--- src/rtl/readout_rx_trial_sequencer.sv ---
`default_nettype none
// ============================================================================
// Module   : readout_rx_trial_sequencer
// Brief    : Multi-round adaptive readout sequencer feeding the state-decision
//            logic with cumulative bin counts and per-round threshold addresses.
// Revision : 1.0 - initial release
// ============================================================================
module readout_rx_trial_sequencer #(
   parameter int BIN_COUNTER_WIDTH           = 16,
   parameter int THRESHOLD_MEMORY_ADDR_WIDTH = 4,
   parameter int ROUND_LEN_WIDTH             = 16
) (
   input  logic                                   clk,
   input  logic                                   rst,
   input  logic                                   start_in,
   input  logic                                   abort_in,
   input  logic [ROUND_LEN_WIDTH-1:0]             round_len_in,
   input  logic [THRESHOLD_MEMORY_ADDR_WIDTH-1:0] num_round_in,
   input  logic [THRESHOLD_MEMORY_ADDR_WIDTH-1:0] threshold_base_addr_in,
   input  logic                                   sample_valid_in,
   input  logic                                   sample_state_in,
   input  logic                                   decision_fin_in,
   output logic [BIN_COUNTER_WIDTH-1:0]           bin_count_out,
   output logic                                   finish_trial_out,
   output logic                                   last_trial_out,
   output logic [THRESHOLD_MEMORY_ADDR_WIDTH-1:0] threshold_addr_out,
   output logic [THRESHOLD_MEMORY_ADDR_WIDTH-1:0] round_idx_out,
   output logic                                   busy_out,
   output logic                                   done_out,
   output logic                                   drop_err_out
);

   typedef enum logic [1:0] {
      S_IDLE   = 2'd0,
      S_ACCUM  = 2'd1,
      S_DECIDE = 2'd2,
      S_DONE   = 2'd3
   } state_t;

   localparam logic [BIN_COUNTER_WIDTH-1:0]           c_bin_max   = '1;
   localparam logic [ROUND_LEN_WIDTH-1:0]             c_len_one   = ROUND_LEN_WIDTH'(1);
   localparam logic [THRESHOLD_MEMORY_ADDR_WIDTH-1:0] c_round_one = THRESHOLD_MEMORY_ADDR_WIDTH'(1);

   state_t                                 r_state;
   state_t                                 w_next_state;
   logic [ROUND_LEN_WIDTH-1:0]             r_round_len;
   logic [ROUND_LEN_WIDTH-1:0]             r_sample_cnt;
   logic [ROUND_LEN_WIDTH-1:0]             w_sample_inc;
   logic [THRESHOLD_MEMORY_ADDR_WIDTH-1:0] r_num_round;
   logic [THRESHOLD_MEMORY_ADDR_WIDTH-1:0] r_base;
   logic [THRESHOLD_MEMORY_ADDR_WIDTH-1:0] r_round_idx;
   logic [THRESHOLD_MEMORY_ADDR_WIDTH-1:0] r_thr_addr;
   logic [THRESHOLD_MEMORY_ADDR_WIDTH-1:0] w_round_inc;
   logic [BIN_COUNTER_WIDTH-1:0]           r_bin_cnt;
   logic                                   r_drop_err;
   logic                                   w_is_last;
   logic                                   w_advance;

   assign w_sample_inc = r_sample_cnt + c_len_one;
   assign w_round_inc  = r_round_idx + c_round_one;
   assign w_is_last    = (r_round_idx == (r_num_round - c_round_one));
   // A last round always terminates, even if the decision logic did not answer.
   assign w_advance    = !abort_in && !decision_fin_in && !w_is_last;

   always_ff @(posedge clk or negedge rst) begin
      if (!rst) begin
         r_state <= S_IDLE;
      end else begin
         r_state <= w_next_state;
      end
   end

   always_comb begin
      w_next_state = r_state;
      case (r_state)
         S_IDLE:   if (start_in) w_next_state = S_ACCUM;
         S_ACCUM:  if (sample_valid_in && (w_sample_inc == r_round_len)) w_next_state = S_DECIDE;
         S_DECIDE: w_next_state = (decision_fin_in || w_is_last) ? S_DONE : S_ACCUM;
         S_DONE:   w_next_state = S_IDLE;
         default:  w_next_state = S_IDLE;
      endcase
      if (abort_in && (r_state != S_IDLE)) begin
         w_next_state = S_IDLE;
      end
   end

   always_ff @(posedge clk or negedge rst) begin
      if (!rst) begin
         r_round_len  <= '0;
         r_sample_cnt <= '0;
         r_num_round  <= '0;
         r_base       <= '0;
         r_round_idx  <= '0;
         r_thr_addr   <= '0;
         r_bin_cnt    <= '0;
         r_drop_err   <= 1'b0;
      end else begin
         case (r_state)
            S_IDLE: begin
               if (start_in) begin
                  r_round_len  <= (round_len_in == '0) ? c_len_one : round_len_in;
                  r_num_round  <= (num_round_in == '0) ? c_round_one : num_round_in;
                  r_base       <= threshold_base_addr_in;
                  r_thr_addr   <= threshold_base_addr_in;
                  r_sample_cnt <= '0;
                  r_bin_cnt    <= '0;
                  r_round_idx  <= '0;
                  r_drop_err   <= 1'b0;
               end
            end
            S_ACCUM: begin
               if (!abort_in && sample_valid_in) begin
                  r_sample_cnt <= w_sample_inc;
                  if (sample_state_in && (r_bin_cnt != c_bin_max)) begin
                     r_bin_cnt <= r_bin_cnt + 1'b1;
                  end
               end
            end
            S_DECIDE: begin
               // Bin count deliberately carries over into the next round.
               if (w_advance) begin
                  r_round_idx  <= w_round_inc;
                  r_thr_addr   <= r_base + w_round_inc;
                  r_sample_cnt <= '0;
               end
            end
            default: begin
            end
         endcase
         if (sample_valid_in && ((r_state == S_DECIDE) || (r_state == S_DONE))) begin
            r_drop_err <= 1'b1;
         end
      end
   end

   assign bin_count_out      = r_bin_cnt;
   assign threshold_addr_out = r_thr_addr;
   assign round_idx_out      = r_round_idx;
   assign drop_err_out       = r_drop_err;
   assign busy_out           = (r_state != S_IDLE);
   assign finish_trial_out   = (r_state == S_DECIDE);
   assign last_trial_out     = (r_state == S_DECIDE) && w_is_last;
   assign done_out           = (r_state == S_DONE);

endmodule
`default_nettype wire
--- config.mk ---
export PLATFORM = sky130hd
export DESIGN_NAME = readout_rx_trial_sequencer
export DESIGN_NICKNAME = d
export VERILOG_FILES = /design/src/rtl/readout_rx_trial_sequencer.sv
export SDC_FILE = /design/constraint.sdc
export NUM_CORES = 1
export LEC_CHECK = 0
export CORE_MARGIN = 4
export CORE_UTILIZATION = 58
export DETAILED_ROUTE_END_ITERATION = 10
export GPL_TIMING_DRIVEN = 0
export PLACE_DENSITY = 0.87
export SLEW_MARGIN = 20
export SYNTH_ARGS = -nofsm -noshare
export SYNTH_HDL_FRONTEND = slang
export SYNTH_SLANG_ARGS = --single-unit
--- constraint.sdc ---
create_clock -name clk -period 5.2 [get_ports clk]
set_clock_uncertainty 0.05 [all_clocks]
set_input_delay 0.52 -clock clk [delete_from_list [all_inputs] [get_ports clk]]
set_output_delay 0.52 -clock clk [all_outputs]
set_load 0.01 [all_outputs]
# Yosys cells after proc, flatten, opt, wreduce, memory -nomap -nowiden
# Cells that the tools add are included.
# op_classes
n_reduce_logical	28
n_eq_ne	12
muxes	23
addsub	5
# op_table
op	n
$mux 16	6
$pmux 16 s3	1
$add 16x1->16 const B	2
$pmux 16 s2	1
$mux 4	5
$eq 16x16->1	1
$logic_not 16->1	1
$ne 16x16->1 const B	1
$pmux 4 s2	2
$reduce_bool 2->1	5
$logic_and 1x1->1	8
$mux 2	4
$pmux 2 s4	1
$reduce_and 4->1	2
$ne 2x2->1 const B	3
$ne 3x3->1 const B	2
$reduce_and 2->1	3
$add 4x1->4 const B	1
$add 4x4->4	1
$eq 2x2->1 const B	2
$eq 4x4->1	1
$logic_not 4->1	1
$sub 4x1->4 const B	1
$logic_not 1->1	3
other kinds (7)	10
# totals
out_inout_bits	29
inputBits	31
register_bits	67

# Logic depth before layout (Yosys ltp)
# depth
ltp_word	6
mapped_depth	9
mapped_depth_nobuf	8

# Worst setup path before layout
# No wires, ideal clock.
# synth_path
path_kind	flip-flop to flip-flop
startpoint	reg r_sample_cnt[0]
endpoint	reg r_state[0]
stages_incl_launch_ff	8
t_arrival_ns	1.974
n_path_buf	0
path_slack_ns	3.054
period_less_slack_ns	2.146
required_time_ns	5.029
cell_sequence	dfrtp_1 -> ha_1 -> xnor2_1 -> o2111ai_1 -> or4_4 -> a311oi_2 -> nand4_1 -> o22a_1
# synth_via
elab_chain_cells	5
# synth_rtl
element	line_no	text
start: declaration	47	logic [ROUND_LEN_WIDTH-1:0] r_sample_cnt;
start signal: assignment	113	r_sample_cnt <= w_sample_inc;
$add 16x1->16	59	assign w_sample_inc = r_sample_cnt + c_len_one;
$eq 16x16->1	77	S_ACCUM: if (sample_valid_in && (w_sample_inc == r_round_len)) w_next_state = S_DECIDE;
$logic_and 1x1->1	77	
$ne 3x3->1 (no line)	-	
$reduce_and 2->1 (no line)	-	
end signal: assignment	69	r_state <= w_next_state;
end: declaration	44	state_t r_state;
# No other way between the ends.
# A chain may end at the register's enable or synchronous reset.

# Worst setup path in the final report
# layout_path
startpoint	reg r_num_round[0]
endpoint	out last_trial_out
# layout_via
elab_chain_cells	3
# layout_rtl
element	line_no	text
start: declaration	49	logic [THRESHOLD_MEMORY_ADDR_WIDTH-1:0] r_num_round;
start signal: assignment	102	r_num_round <= (num_round_in == '0) ? c_round_one : num_round_in;
$sub 4x1->4	61	assign w_is_last = (r_round_idx == (r_num_round - c_round_one));
$eq 4x4->1	61	
$logic_and 1x1->1	142	assign last_trial_out = (r_state == S_DECIDE) && w_is_last;
end: declaration	25	output logic last_trial_out,
# No other way between the ends.

==> results.txt <==
In this run the post-CTS setup repair buffer count came out at 0. The die covers 0.00822 sq mm. After synthesis, the cell types taking the most area are sky130_fd_sc_hd__dfrtp_1, sky130_fd_sc_hd__mux2_2, sky130_fd_sc_hd__xor2_1.

The analysis attributes to cell leakage a power of 2.01 nW. The ratio of routed vias to standard cells works out to 6.26. TritonCTS built the clock tree. A synthesized cell averages 9.76 sq um. The tools report the first-pass iteration count of the detailed router as 5. The synthesized design spends more area on one cell type than any other, namely sky130_fd_sc_hd__dfrtp_1. Core footprint: 0.00649 sq mm. The number of antenna diodes in the final layout is 0. The logs give 0.34 ns for the clock insertion delay at the later pin of the skew report and 273 for the number of DRC markers in iteration 0. For the number of different library cells in the post-synthesis netlist, the log shows 64. The run gives 60 as the number of primary I/O pins. Achievable frequency: 0.338 GHz. Ranked by instance count, the synthesized netlist is headed by sky130_fd_sc_hd__dfrtp_1, sky130_fd_sc_hd__nor2_1, sky130_fd_sc_hd__o21ai_0.

The top cell type by area accounts for 42.3% of the synthesized area. The run finished with clean final reports. The proportion of register bits with asynchronous set or reset after synthesis works out to 100%.

The number of remaining DRC errors came out at 0. Once routing completed, OpenROAD measured the worst setup slack at 2.25 ns. The run gives 0 as the hold-fix buffer count after cts.

Timing analysis after detailed placement gives a worst setup slack of 2.42 ns. Once layout is complete, the utilization of the core stands at 75.4%. The tools report the CTS sink count as 67.

The worst-case IR drop observed on VDD is 0.172 mV. Measured in cells, the most critical reg-to-reg path has a length of 9. The tool flagged a number of max-cap violations equal to 0. For the endpoint arrival time on the critical path, the log shows 2.38 ns. The share of final-layout standard cells stronger than drive strength 1 came out at 13.7%. Measured against its own limit, the worst slew margin works out to 47.5%. At the end of the flow, the number of nets in the layout was 516. The slew at the pin with the worst max-slew slack works out to 0.788 ns.

Data on the critical path is required at its endpoint by 4.63 ns. The tools report the share of the yosys chip area belonging to registers as 42.3%. After detailed routing, the total wire length is 9870 microns.

The cell area after placement was 0.00467 sq mm; the power per unit of standard cell area was 309 mW/mm^2. The run gives 9 as the number of buffers added by the clock tree synthesis step. The worst register-to-register path begins at r_sample_cnt[0]. The die is 90.7 microns wide. For this run the aggregate overflow at the end of global routing stands at 0.

Path class of the lowest-slack min-delay path: in -> async. The endpoint identified for the worst register-to-register timing path is r_state[0]. The H-tree was split into 3 levels. The startpoint-to-endpoint class of the critical path was reg -> out. The post-detailed-placement half-perimeter wirelength was 7310 microns; the finished layout cell area was 0.00489 sq mm. The cell count after synthesis came out at 406. The total count of max-transition violations in the final report is 0. The logs give 45 for the pin count of the biggest net entering global routing and 16,400 microns for the first-pass GRT wire length.

The via count is 3,500, and the critical-path maximum fanout is 5. Input and output buffers added on the ports amount to 59. The synthesis-to-layout area growth was 23.5%; the net count of the mapped netlist was 445. The worst setup path endpoint was last_trial_out. The final total negative setup slack came out at 0 ns. Tracing the worst setup path back leads to its startpoint at r_num_round[0]. The final count of negative-setup-slack endpoints is 0. The clock transition at the registers of the reported paths was 0.07 ns; the number of flops mapped to enable cells by yosys was 0. After detailed routing, the average wire length per cell comes to 17.7 microns.

After synthesis the netlist holds a flip-flop and latch count of 67. The logs give 29 for the standard-cell row count and 3,391 for the via count of the first global-routing pass. Number of cells in the design after placement: 543.

Initial antenna violation count: 0. Setup repair after global routing left no endpoint under its margin. The longest clock path from root to sink contains 2 buffers. Routability-driven placement finished with a final weighted congestion of 0.906. After layout, the minimum clock period comes to 2.95 ns. Summing every instance area after synthesis gives 0.00396 sq mm.

The die is 90.7 microns tall. Commonest register cell after synthesis: sky130_fd_sc_hd__dfrtp_1. Post-CTS repair changed the size of 0 cells. The logs give 24.4% for the global-route total usage across every layer and 559 for the number of cells in the finished layout apart from fillers. The most repeated cell in the gate-level netlist after synthesis is sky130_fd_sc_hd__dfrtp_1.

The cell sitting at the root of the clock tree is a sky130_fd_sc_hd__clkbuf_8. The worst setup path is launched from a flop. The number of hold violations in the final report came out at 0. Register-to-register path setup slack: 2.74 ns.

After layout, the worst path uses 56.8% of the clock period. The effective utilization at floorplan was 61.0%; the post-route worst hold slack was 0.0259 ns. The detail route stage leaves a number of antenna-violating nets equal to 0. The worst setup path is captured at an output pin. For this run, the number of Yosys warnings is 0. Summing internal, switching and leakage power gives 1.51 mW.
==> worst min-delay path by stage <==
| stage | cells past startpoint | end |
|---|---|---|
| floorplan | 0 | bin_count_out[0] |
| global route | 1 | r_sample_cnt[0] |
| detailed placement | 1 | r_sample_cnt[5] |
| CTS | 1 | threshold_addr_out[1] |
| finish | 1 | r_sample_cnt[0] |
| global placement | 2 | threshold_addr_out[1] |
==> layer usage <==
| layer | track usage (%) | up-vias | wire, microns |
|---|---|---|---|
| met5 | 0 | - | 0 |
| met4 | 9.57 | 0 | 227 |
| met3 | 4.50 | 23 | 641 |
| met2 | 38.0 | 165 | 4640 |
| met1 | 33.6 | 1698 | 4360 |
| li1 | - | 1614 | - |
==> placed cells by master (no fill, tap or decap), types with 3 or more instances in the layout <==
cell type and instances:
sky130_fd_sc_hd__dfrtp_1 67, sky130_fd_sc_hd__clkdlybuf4s50_1 58, sky130_fd_sc_hd__nor2_1 36, sky130_fd_sc_hd__o21ai_0 36, sky130_fd_sc_hd__nand2_1 32, sky130_fd_sc_hd__xor2_1 26
sky130_fd_sc_hd__mux2_2 22, sky130_fd_sc_hd__xnor2_1 15, sky130_fd_sc_hd__nand3_1 15, sky130_fd_sc_hd__nand4_1 14, sky130_fd_sc_hd__nor3_1 12, sky130_fd_sc_hd__clkbuf_8 11
sky130_fd_sc_hd__a21oi_1 10, sky130_fd_sc_hd__inv_1 9, sky130_fd_sc_hd__buf_2 7, sky130_fd_sc_hd__clkbuf_1 7, sky130_fd_sc_hd__o31ai_1 7, sky130_fd_sc_hd__ha_1 7
sky130_fd_sc_hd__nor2b_1 6, sky130_fd_sc_hd__mux2i_1 6, sky130_fd_sc_hd__buf_4 5, sky130_fd_sc_hd__nor4_1 5, sky130_fd_sc_hd__o21ai_1 4, sky130_fd_sc_hd__and3_1 4
sky130_fd_sc_hd__and2_1 3, sky130_fd_sc_hd__buf_6 3, sky130_fd_sc_hd__and4_1 3
==> where the power goes <==
part | switching [mW] | internal, mW
clock | 0.201 | 0.296
combinational | 0.175 | 0.188
sequential | 0.0657 | 0.585
==> worst max-delay path, cell delays in order (launching register included) <==
cell and delay [ns]:
sky130_fd_sc_hd__dfrtp_1 0.39, sky130_fd_sc_hd__inv_1 0.08, sky130_fd_sc_hd__ha_1 0.22, sky130_fd_sc_hd__xnor3_1 0.30, sky130_fd_sc_hd__nand4_2 0.15, sky130_fd_sc_hd__nor2_2 0.30
sky130_fd_sc_hd__clkdlybuf4s50_1 0.61
==> layout make-up <==
type                    instances  area [sq um]
multi-input cells             310          2130
clock buffers                  12           155
flip-flops and latches         67          1680
clock inverters                 4          72.6
plain buffers                  20           121
well taps                      77          96.3
inverters                       9          33.8
fillers                       475          1600
repair buffers                 60           608
==> sequential cells by signal (all words and copies together), names as in the netlist <==
signal	flops
r_base	4
bin_count_out	16
drop_err_out	1
round_idx_out	4
r_round_len	16
r_sample_cnt	16
r_num_round	4
threshold_addr_out	4
r_state	2
==> cell families (layout without fill, tap and decap cells) <==
| logic type | count (synthesis) | after routing | synth area share (%) |
|---|---|---|---|
| AND/OR/NAND/NOR | 149 | 149 | 19.7 |
| flip-flops | 67 | 67 | 42.3 |
| XOR/XNOR | 43 | 43 | 10.0 |
| buffers and inverters | 29 | 105 | 3.92 |
| adder cells (fa/ha/maj) | 8 | 8 | 2.72 |
| multiplexers | 28 | 28 | 7.77 |
| AO/OA/AOI/OAI | 82 | 82 | 13.5 |
Power figures use the tool's default switching activity.
==> edit, RTL diff (same settings) <==
`ROUND_LEN_WIDTH`: 16 -> 8.
--- a/src/rtl/readout_rx_trial_sequencer.sv
+++ b/src/rtl/readout_rx_trial_sequencer.sv
@@ -9,5 +9,5 @@
    parameter int BIN_COUNTER_WIDTH           = 16,
    parameter int THRESHOLD_MEMORY_ADDR_WIDTH = 4,
-   parameter int ROUND_LEN_WIDTH             = 16
+   parameter int ROUND_LEN_WIDTH             = 8
 ) (
    input  logic                                   clk,
Ports: changed (resized round_len_in); port bits go from 60 to 52. The function was not compared with the original's and may differ.
==> edit against the original RTL <==
  * Sequential share of layout area is 1.2 points higher
  * Fmax is 2.0% higher
  * Setup slack better by 0.059 ns
  * Cell area is 27% lower
  * Combinational power is 28% lower
  * Total power is 35% lower
  * Synthesized area is 26% lower
  * Via count is 30% lower
  * Register-to-register slack better by 0.21 ns
  * Routed wire length is 33% lower
  * Sequential cell count is 16 lower
  * Largest power group unchanged
  * Highest routed layer unchanged
==> edit: results (changes against the original RTL) <==
| Metric | Value |
|---|---|
| Synth cell count leaders | `dfrtp_1 (51), o21ai_0 (28), nand2_1 (24) (was dfrtp_1 (67), nor2_1 (36), o21ai_0 (36))` |
| Leakage power | `1.48 nW (was 2.01 nW)` |
| DR WL/cell | `15.5 um (was 17.7 um)` |
| Post-DP HPWL | `4830 um (was 7310 um)` |
| M2 GR Usage | `37.6% (was 38.0%)` |
| DR pass1 iterations | `4 (was 5)` |
| WL final | `6600 um (was 9870 um)` |
| Port buffer count | `51 (was 59)` |
| Fraction of layout cells with a size suffix above 1 | `9.47% (was 13.7%)` |
| Outcome | `finished, final reports clean (unchanged)` |
| Mux share of post-synthesis cell area | `5.32% (was 7.77%)` |
| Unique masters post-synth | `52 (was 64)` |
| Clk pin slew, worst setup/hold paths | `0.09 ns (was 0.07 ns)` |
| GRT met1 Usage | `31.4% (was 33.6%)` |
| Crit-path max FO | `10 (was 5)` |
| Vias in the first global route | `2461 (was 3391)` |
| Drt first-iter violations | `139 (was 273)` |
| Portion of total power attributed to combinational logic | `26.6% (was 24.0%)` |
| Total GRT Usage | `23.4% (was 24.4%)` |
| Met3 routed WL | `363 um (was 641 um)` |
| Vias per Instance | `5.76 (was 6.26)` |
| Metal-1 WL | `2970 um (was 4360 um)` |
| First-pass GRT wire length | `11400 um (was 16400 um)` |
| Num CTS Buffers | `5 (was 9)` |
| VDD IR max | `0.238 mV (was 0.172 mV)` |
| Sequential share of the synthesized area | `43.8% (was 42.3%)` |
edit: cell types whose count changed after synthesis, sizes merged, moves of 4 or more:
cell | unedited run | this run
a21o | 1 | 6
a21oi | 11 | 15
and2 | 3 | 7
buf | 14 | 8
dfrtp | 67 | 51
mux2 | 22 | 12
mux2i | 6 | 2
nand2 | 32 | 24
nand4 | 15 | 5
nor2 | 37 | 21
nor2b | 6 | 0
nor3 | 12 | 5
o21ai | 40 | 28
xor2 | 26 | 7
edit: metrics by stage:
step                setup WS, ns  util [%]
floorplan                   3.20         -
global placement            2.08      73.4
detailed placement          2.66      73.3
CTS                         2.30      75.2
global route                2.11      75.2
finish                      2.30      75.2
edit: area by class of cell:
class / instances / area, um^2 / area share, %
buffer: 13 / 67.6 / 1.88
clock buffer: 6 / 72.6 / 2.02
clock inverter: 2 / 16.3 / 0.452
inverter: 11 / 41.3 / 1.15
multi-input combinational: 225 / 1530 / 42.6
sequential: 51 / 1280 / 35.5
tap: 67 / 83.8 / 2.33
timing repair buffer: 51 / 508 / 14.1
edit: path summary, 6_finish.rpt:
kind / from / to / slack, ns
hold / removal: rst / bin_count_out[7] / 0.17
setup / recovery: r_state[0] / last_trial_out / 2.30
setup reg to reg: r_state[0] / threshold_addr_out[3] / 2.95
max in group asynchronous: rst / r_state[1] / 4.51
hold reg to reg: threshold_addr_out[0] / threshold_addr_out[0] / 0.46
min in group clk: threshold_addr_out[0] / threshold_addr_out[0] / 0.46
edit: critical path: stages (launching register included):
cell,delay [ns]
dfrtp_1,0.40
buf_4,0.17
nand2b_1,0.23
inv_1,0.21
nand4_1,0.20
nor2_1,0.23
clkdlybuf4s50_1,0.58
